===== src/rtl/dmem_arbiter_if.sv =====
// Bus bundle between the two masters, the arbiter and the data memory.
// The master modport is the testbench/system side (requests plus memory read
// data); the slave modport is the arbiter itself.
interface dmem_arbiter_if;
    // Master 0 (CPU) and master 1 (DMA/debug) request side
    logic        req0;
    logic        req1;
    logic        we0;
    logic        we1;
    logic [31:0] addr0;
    logic [31:0] addr1;
    logic [31:0] wdata0;
    logic [31:0] wdata1;

    // Response side back to the masters
    logic        gnt0;
    logic        gnt1;
    logic        done0;
    logic        done1;
    logic        err;
    logic [31:0] rdata;

    // Memory side
    logic        CS;
    logic        iWE;
    logic [31:0] iAddress;
    logic [31:0] mwdata;
    logic [31:0] mrdata;

    modport master (
        output req0, req1, we0, we1, addr0, addr1, wdata0, wdata1, mrdata,
        input  gnt0, gnt1, done0, done1, err, rdata, CS, iWE, iAddress, mwdata
    );

    modport slave (
        input  req0, req1, we0, we1, addr0, addr1, wdata0, wdata1, mrdata,
        output gnt0, gnt1, done0, done1, err, rdata, CS, iWE, iAddress, mwdata
    );
endinterface


===== src/rtl/dmem_arbiter.sv =====
// Two-master round-robin arbiter and sequencer for the shared data-memory
// window. One transaction at a time: grant, decode the window, drive the
// memory for MEM_LAT cycles, then pulse done on the granted port.
// Every output is a flop, so all outputs change only on the rising edge.
module dmem_arbiter #(
    parameter logic [31:0] LOWER_ADDR = 32'h0000_8F11,
    parameter logic [31:0] UPPER_ADDR = 32'h0000_9310,
    parameter int unsigned MEM_LAT    = 2
) (
    input  logic          CLK,
    input  logic          rst_n,
    dmem_arbiter_if.slave bus
);
    typedef enum logic [2:0] {
        S_IDLE,
        S_DECODE,
        S_ACCESS,
        S_WAIT,
        S_RESP
    } state_t;

    // Counter value loaded on leaving ACCESS: the remaining CS cycles
    localparam logic [3:0] LAT_M1 = 4'(MEM_LAT - 1);

    state_t      state_q,      state_d;
    logic        last_grant_q, last_grant_d;
    logic        sel_q,        sel_d;        // granted port of the current transaction
    logic        we_q,         we_d;
    logic [31:0] addr_q,       addr_d;
    logic [31:0] wdata_q,      wdata_d;
    logic [3:0]  wait_cnt_q,   wait_cnt_d;

    logic        gnt0_q,   gnt0_d;
    logic        gnt1_q,   gnt1_d;
    logic        done0_q,  done0_d;
    logic        done1_q,  done1_d;
    logic        err_q,    err_d;
    logic [31:0] rdata_q,  rdata_d;
    logic        cs_q,     cs_d;
    logic        iwe_q,    iwe_d;
    logic [31:0] iaddr_q,  iaddr_d;
    logic [31:0] mwdata_q, mwdata_d;

    logic        in_window;
    logic        pick1;
    logic        mem_done;

    // Unsigned window test on the latched address, both bounds inclusive
    assign in_window = (addr_q >= LOWER_ADDR) && (addr_q <= UPPER_ADDR);

    // Next-state and next-output logic for the transaction sequencer
    always_comb begin
        state_d      = state_q;
        last_grant_d = last_grant_q;
        sel_d        = sel_q;
        we_d         = we_q;
        addr_d       = addr_q;
        wdata_d      = wdata_q;
        wait_cnt_d   = wait_cnt_q;
        gnt0_d       = gnt0_q;
        gnt1_d       = gnt1_q;
        done0_d      = 1'b0;
        done1_d      = 1'b0;
        err_d        = 1'b0;
        rdata_d      = rdata_q;
        cs_d         = cs_q;
        iwe_d        = iwe_q;
        iaddr_d      = iaddr_q;
        mwdata_d     = mwdata_q;
        pick1        = 1'b0;
        mem_done     = 1'b0;

        case (state_q)
            S_IDLE: begin
                if (bus.req0 || bus.req1) begin
                    // With both requesting, the port that did not win last time goes
                    pick1        = bus.req1 && (!bus.req0 || !last_grant_q);
                    sel_d        = pick1;
                    last_grant_d = pick1;
                    we_d         = pick1 ? bus.we1    : bus.we0;
                    addr_d       = pick1 ? bus.addr1  : bus.addr0;
                    wdata_d      = pick1 ? bus.wdata1 : bus.wdata0;
                    gnt0_d       = !pick1;
                    gnt1_d       = pick1;
                    state_d      = S_DECODE;
                end
            end

            S_DECODE: begin
                if (in_window) begin
                    cs_d     = 1'b1;
                    iwe_d    = we_q;
                    iaddr_d  = addr_q - LOWER_ADDR;
                    mwdata_d = wdata_q;
                    state_d  = S_ACCESS;
                end else begin
                    // Miss never touches memory; answer straight away
                    err_d   = 1'b1;
                    done0_d = !sel_q;
                    done1_d = sel_q;
                    rdata_d = 32'd0;
                    state_d = S_RESP;
                end
            end

            S_ACCESS: begin
                if (MEM_LAT <= 1) begin
                    mem_done = 1'b1;
                end else begin
                    wait_cnt_d = LAT_M1;
                    state_d    = S_WAIT;
                end
            end

            S_WAIT: begin
                wait_cnt_d = wait_cnt_q - 4'd1;
                if (wait_cnt_q <= 4'd1) begin
                    wait_cnt_d = 4'd0;
                    mem_done   = 1'b1;
                end
            end

            S_RESP: begin
                gnt0_d  = 1'b0;
                gnt1_d  = 1'b0;
                rdata_d = 32'd0;
                state_d = S_IDLE;
            end

            default: begin
                state_d = S_IDLE;
            end
        endcase

        // Last CS cycle: release the memory and take read data at this edge
        if (mem_done) begin
            cs_d     = 1'b0;
            iwe_d    = 1'b0;
            iaddr_d  = 32'd0;
            mwdata_d = 32'd0;
            rdata_d  = we_q ? 32'd0 : bus.mrdata;
            done0_d  = !sel_q;
            done1_d  = sel_q;
            state_d  = S_RESP;
        end
    end

    // State and registered outputs; reset aborts any transaction in flight
    always_ff @(posedge CLK) begin
        if (!rst_n) begin
            state_q      <= S_IDLE;
            last_grant_q <= 1'b1;
            sel_q        <= 1'b0;
            we_q         <= 1'b0;
            addr_q       <= 32'd0;
            wdata_q      <= 32'd0;
            wait_cnt_q   <= 4'd0;
            gnt0_q       <= 1'b0;
            gnt1_q       <= 1'b0;
            done0_q      <= 1'b0;
            done1_q      <= 1'b0;
            err_q        <= 1'b0;
            rdata_q      <= 32'd0;
            cs_q         <= 1'b0;
            iwe_q        <= 1'b0;
            iaddr_q      <= 32'd0;
            mwdata_q     <= 32'd0;
        end else begin
            state_q      <= state_d;
            last_grant_q <= last_grant_d;
            sel_q        <= sel_d;
            we_q         <= we_d;
            addr_q       <= addr_d;
            wdata_q      <= wdata_d;
            wait_cnt_q   <= wait_cnt_d;
            gnt0_q       <= gnt0_d;
            gnt1_q       <= gnt1_d;
            done0_q      <= done0_d;
            done1_q      <= done1_d;
            err_q        <= err_d;
            rdata_q      <= rdata_d;
            cs_q         <= cs_d;
            iwe_q        <= iwe_d;
            iaddr_q      <= iaddr_d;
            mwdata_q     <= mwdata_d;
        end
    end

    assign bus.gnt0     = gnt0_q;
    assign bus.gnt1     = gnt1_q;
    assign bus.done0    = done0_q;
    assign bus.done1    = done1_q;
    assign bus.err      = err_q;
    assign bus.rdata    = rdata_q;
    assign bus.CS       = cs_q;
    assign bus.iWE      = iwe_q;
    assign bus.iAddress = iaddr_q;
    assign bus.mwdata   = mwdata_q;
endmodule


===== src/flat_wrapper.sv =====
// flat-port wrapper written by rule: the top's interface ports become plain ports
module dmem_arbiter_flat 
#(
    parameter logic [31:0] LOWER_ADDR = 32'h0000_8F11,
    parameter logic [31:0] UPPER_ADDR = 32'h0000_9310,
    parameter int unsigned MEM_LAT    = 2
)
  (CLK, rst_n, bus_req0, bus_req1, bus_we0, bus_we1, bus_addr0, bus_addr1, bus_wdata0, bus_wdata1, bus_mrdata, bus_gnt0, bus_gnt1, bus_done0, bus_done1, bus_err, bus_rdata, bus_CS, bus_iWE, bus_iAddress, bus_mwdata);
  dmem_arbiter_if bus_i ();
  input  logic CLK;
  input  logic rst_n;
  input wire logic [$bits(bus_i.req0)-1:0] bus_req0;
  input wire logic [$bits(bus_i.req1)-1:0] bus_req1;
  input wire logic [$bits(bus_i.we0)-1:0] bus_we0;
  input wire logic [$bits(bus_i.we1)-1:0] bus_we1;
  input wire logic [$bits(bus_i.addr0)-1:0] bus_addr0;
  input wire logic [$bits(bus_i.addr1)-1:0] bus_addr1;
  input wire logic [$bits(bus_i.wdata0)-1:0] bus_wdata0;
  input wire logic [$bits(bus_i.wdata1)-1:0] bus_wdata1;
  input wire logic [$bits(bus_i.mrdata)-1:0] bus_mrdata;
  output wire logic [$bits(bus_i.gnt0)-1:0] bus_gnt0;
  output wire logic [$bits(bus_i.gnt1)-1:0] bus_gnt1;
  output wire logic [$bits(bus_i.done0)-1:0] bus_done0;
  output wire logic [$bits(bus_i.done1)-1:0] bus_done1;
  output wire logic [$bits(bus_i.err)-1:0] bus_err;
  output wire logic [$bits(bus_i.rdata)-1:0] bus_rdata;
  output wire logic [$bits(bus_i.CS)-1:0] bus_CS;
  output wire logic [$bits(bus_i.iWE)-1:0] bus_iWE;
  output wire logic [$bits(bus_i.iAddress)-1:0] bus_iAddress;
  output wire logic [$bits(bus_i.mwdata)-1:0] bus_mwdata;
  assign bus_i.req0 = bus_req0;
  assign bus_i.req1 = bus_req1;
  assign bus_i.we0 = bus_we0;
  assign bus_i.we1 = bus_we1;
  assign bus_i.addr0 = bus_addr0;
  assign bus_i.addr1 = bus_addr1;
  assign bus_i.wdata0 = bus_wdata0;
  assign bus_i.wdata1 = bus_wdata1;
  assign bus_i.mrdata = bus_mrdata;
  assign bus_gnt0 = bus_i.gnt0;
  assign bus_gnt1 = bus_i.gnt1;
  assign bus_done0 = bus_i.done0;
  assign bus_done1 = bus_i.done1;
  assign bus_err = bus_i.err;
  assign bus_rdata = bus_i.rdata;
  assign bus_CS = bus_i.CS;
  assign bus_iWE = bus_i.iWE;
  assign bus_iAddress = bus_i.iAddress;
  assign bus_mwdata = bus_i.mwdata;
  dmem_arbiter #(.LOWER_ADDR(LOWER_ADDR), .UPPER_ADDR(UPPER_ADDR), .MEM_LAT(MEM_LAT)) u_core (.CLK(CLK), .rst_n(rst_n), .bus(bus_i));
endmodule

===== config.mk =====
export PLATFORM = sky130hd
export DESIGN_NAME = dmem_arbiter_flat
export DESIGN_NICKNAME = d
export VERILOG_FILES = /design/src/rtl/dmem_arbiter_if.sv /design/src/rtl/dmem_arbiter.sv /design/src/flat_wrapper.sv
export SDC_FILE = /design/constraint.sdc
export NUM_CORES = 1
export LEC_CHECK = 0
export CAP_MARGIN = 20
export CORE_UTILIZATION = 44
export CTS_BUF_LIST = sky130_fd_sc_hd__clkbuf_8
export DETAILED_ROUTE_END_ITERATION = 7
export DONT_BUFFER_PORTS = 1
export PLACE_DENSITY = 0.64
export SYNTH_ARGS = -nofsm -noshare
export SYNTH_HDL_FRONTEND = slang
export SYNTH_SLANG_ARGS = --single-unit

===== constraint.sdc =====
create_clock -name CLK -period 7.71 [get_ports CLK]
set_clock_uncertainty 0.05 [all_clocks]
set_input_delay 1.1565 -clock CLK [delete_from_list [all_inputs] [get_ports CLK]]
set_output_delay 1.1565 -clock CLK [all_outputs]
set_load 0.005 [all_outputs]

==> run summary <==
Number of global-route vias before repair: 5333
Finished Layout Cells: 951
Gpl congestion: 0.872
Power Density: 241 nW/µm²
# setup viols final: 0
Netlist cell types: 45
Netlist Area Pre-Place: 7040 µm²
Clock transition at path regs: 90 ps
CTS HTree Levels: 4
CP delay by family, top: simple AND/OR/NAND/NOR gates
Layout overhead on the synthesized area: 6.70%
Syn_nets: 934
Sequential area share after synthesis: 50.3%
Die Y: 128 µm
Max Fanout on Critical Path: 45
Clk sinks: 177
Gr ovfl total: 0
# Max-Cap Violations: 0
Final ANT Viol Nets: 0
Synth Warn #: 0
Synthesized area per cell: 9.23 µm²
Synth area leader: dfxtp_1
WS Path Type: register to register
DP Cell Count: 919
Finished Cell Area: 7510 µm²
DRC violations left: 0
Count of state elements after synthesis: 177
Clk root buf: clkbuf_8
Setup Buffers After CTS: 0
DR vias/cell: 5.75
Syn Inst Count: 763
Run status: completed
I/O Buffers: 0
Initial DRC count: 511
RSZ-0062 raised after global routing: no
Startpoint Class: register
I/O pin count: 269
Yosys top cell area share: 50.3%
Slowest-stage cell, CP: or4_2
Crit path capture type: register
Min Tclk post-route: 3170 ps
Synth top area cells: dfxtp_1 (50%), a222oi_1 (9.2%), nand2_1 (8.3%), nor2b_1 (6.3%), mux2i_1 (6.1%)
Dpl hpwl: 12.8 mm
CP arrival: 3400 ps
Final-report hold violation count: 0
Tightest Pin Transition: 1280 ps
Post-CTS sizing: 0
Routed len/inst: 19.1 µm
CTS tree: done
Placeable Area: 15400 µm²
Initial cell density of the core: 45.6%
CTS Buffer Depth: 2
CP required: 7950 ps
Total leakage power: 2.85 nW
First-pass GRT wire length: 27.7 mm
# diodes: 0
Worst-Skew Late Latency: 440 ps
Drt total wl: 18.1 mm
Die area: 16500 µm²
Peak VDD IR: 0.115 mV
Detailed-router iteration count before antenna repair: 8
Critical path's largest stage delay: 660 ps
Slew Viols, Final: 0
Die W: 128 µm
Share of cells above drive strength 1: 5.81%
Fin nets: 899
Largest net degree at the start of global routing: 109
Hold Path Class: register to register
Worst Path Buf+Inv: 2
Highest clock rate: 316 MHz
Rel. slew slack: 14.3%
DR vias: 5470
Total CTS buffers: 17
Critical-path cell list: inv_1 > ha_1 > or4bb_1 > or4_1 > o21a_1 > or4_2 > buf_4 > mux2i_1
Standard-cell rows: 45
Dpl cell area: 7110 µm²
# hold bufs at CTS: 0
Initial antenna violation count: 1
Setup_tns: 0 ps
Final worst-path cycle share: 41.1%
Total track usage: 21.6%
-- placed cells by master (no fill, tap or decap), types with 4 or more instances in the layout --
cell      count
inv_1        34
dfxtp_1     177
ha_1          5
o21ai_1       8
a21boi_0      5
o21ai_0      51
nand3_1       4
nor2_1       11
a222oi_1     65
xor2_1        8
mux2i_1      43
nand2_1     155
nor2b_1      71
nor3_1        6
clkbuf_8     18
nand4_1       5
a21oi_1       9
buf_4         6
-- cell families after synthesis --
group,Yosys count,share of synthesized area (%)
compound gates,159,17.0
mux,43,6.11
simple gates,278,18.9
buf+inv,90,5.44
flops,177,50.3
fa+ha+maj,5,0.889
xor+xnor,11,1.37
-- worst paths after layout --
path                         start               endpoint  slack [ps]  depth (start not counted)
hold reg to reg       u_core.sel_q       u_core.bus.done0         390                          1
setup / recovery  u_core.addr_q[0]  u_core.bus.mwdata[23]        4540                          8
hold / removal        u_core.sel_q       u_core.bus.done0         390                          1
setup reg to reg  u_core.addr_q[0]  u_core.bus.mwdata[23]        4540                          8
-- layout make-up --
| type | instances | area, µm² |
|---|---|---|
| fill | 1507 | 7920 |
| sequential | 177 | 3540 |
| inverter | 30 | 113 |
| clock buffer | 18 | 248 |
| multi-input combinational | 496 | 3150 |
| tap | 211 | 264 |
| clock inverter | 13 | 148 |
| timing repair buffer | 6 | 45.0 |
-- state kept, by name, indices dropped and copies added, names as in the netlist, 3 cells and up --
register,count
u_core.addr_q,32
u_core.bus.iAddress,32
u_core.bus.mwdata,32
u_core.bus.rdata,32
u_core.wdata_q,32
u_core.wait_cnt_q,4
u_core.state_q,3
-- Yosys cell counts --
master,count
ha_1,5
o41a_1,1
o21ai_1,9
and4_1,1
nor3_1,6
or4bb_1,1
clkbuf_1,52
o21bai_1,1
a21boi_0,5
inv_1,30
xor2_1,8
a2111oi_0,2
a21o_1,1
nor4_1,3
nor3b_1,1
o31ai_1,3
a222oi_1,65
mux2i_1,43
nand3_1,4
a31o_2,1
nand4_1,5
nand3b_1,2
a22oi_1,2
a211oi_1,2
or3b_2,1
xnor2_1,3
and3_1,2
or3_1,2
o21ai_0,51
nor2b_1,71
buf_6,6
o41ai_1,2
dfxtp_1,177
nand2b_1,2
o21a_1,1
nor4b_1,1
nand2_1,155
a31oi_1,2
a21oi_1,9
or4_1,4
and2_1,3
nor2_1,13
a32oi_1,2
buf_1,2
nand4b_1,1
-- routing by layer --
layer	GRT usage (%)	wire length, µm	part of all wire [%]
met5	0	13	0.072
met4	6.57	176	0.97
met3	7.19	1750	9.6
met2	37.5	8720	48
met1	25.2	7480	41
-- worst reg2reg max path: stages (launching register included) --
cell     delay (ps)
dfxtp_1         360
inv_1           120
ha_1            150
or4bb_1         460
or4_1           430
o21a_1          160
or4_2           660
buf_4           360
mux2i_1         260
-- power breakdown --
group          total, mW  switching [mW]  leakage [nW]  internal (mW)
Combinational      0.189           0.110          1.20         0.0789
Sequential         0.986          0.0338          1.44          0.952
Clock              0.635           0.312         0.210          0.323
-- through the flow --
stage	setup WS, ps	utilization, %	hold WS (ps)	power (mW)
final	4540	48.7	394	1.81
after global routing	4410	48.7	411	1.90
after CTS	4570	48.6	391	1.83
after detailed placement	4540	46.1	377	1.20
after global placement	4640	46.1	373	1.19
after floorplan	5020	-	354	1.15
(Power assumes the default switching activity.)
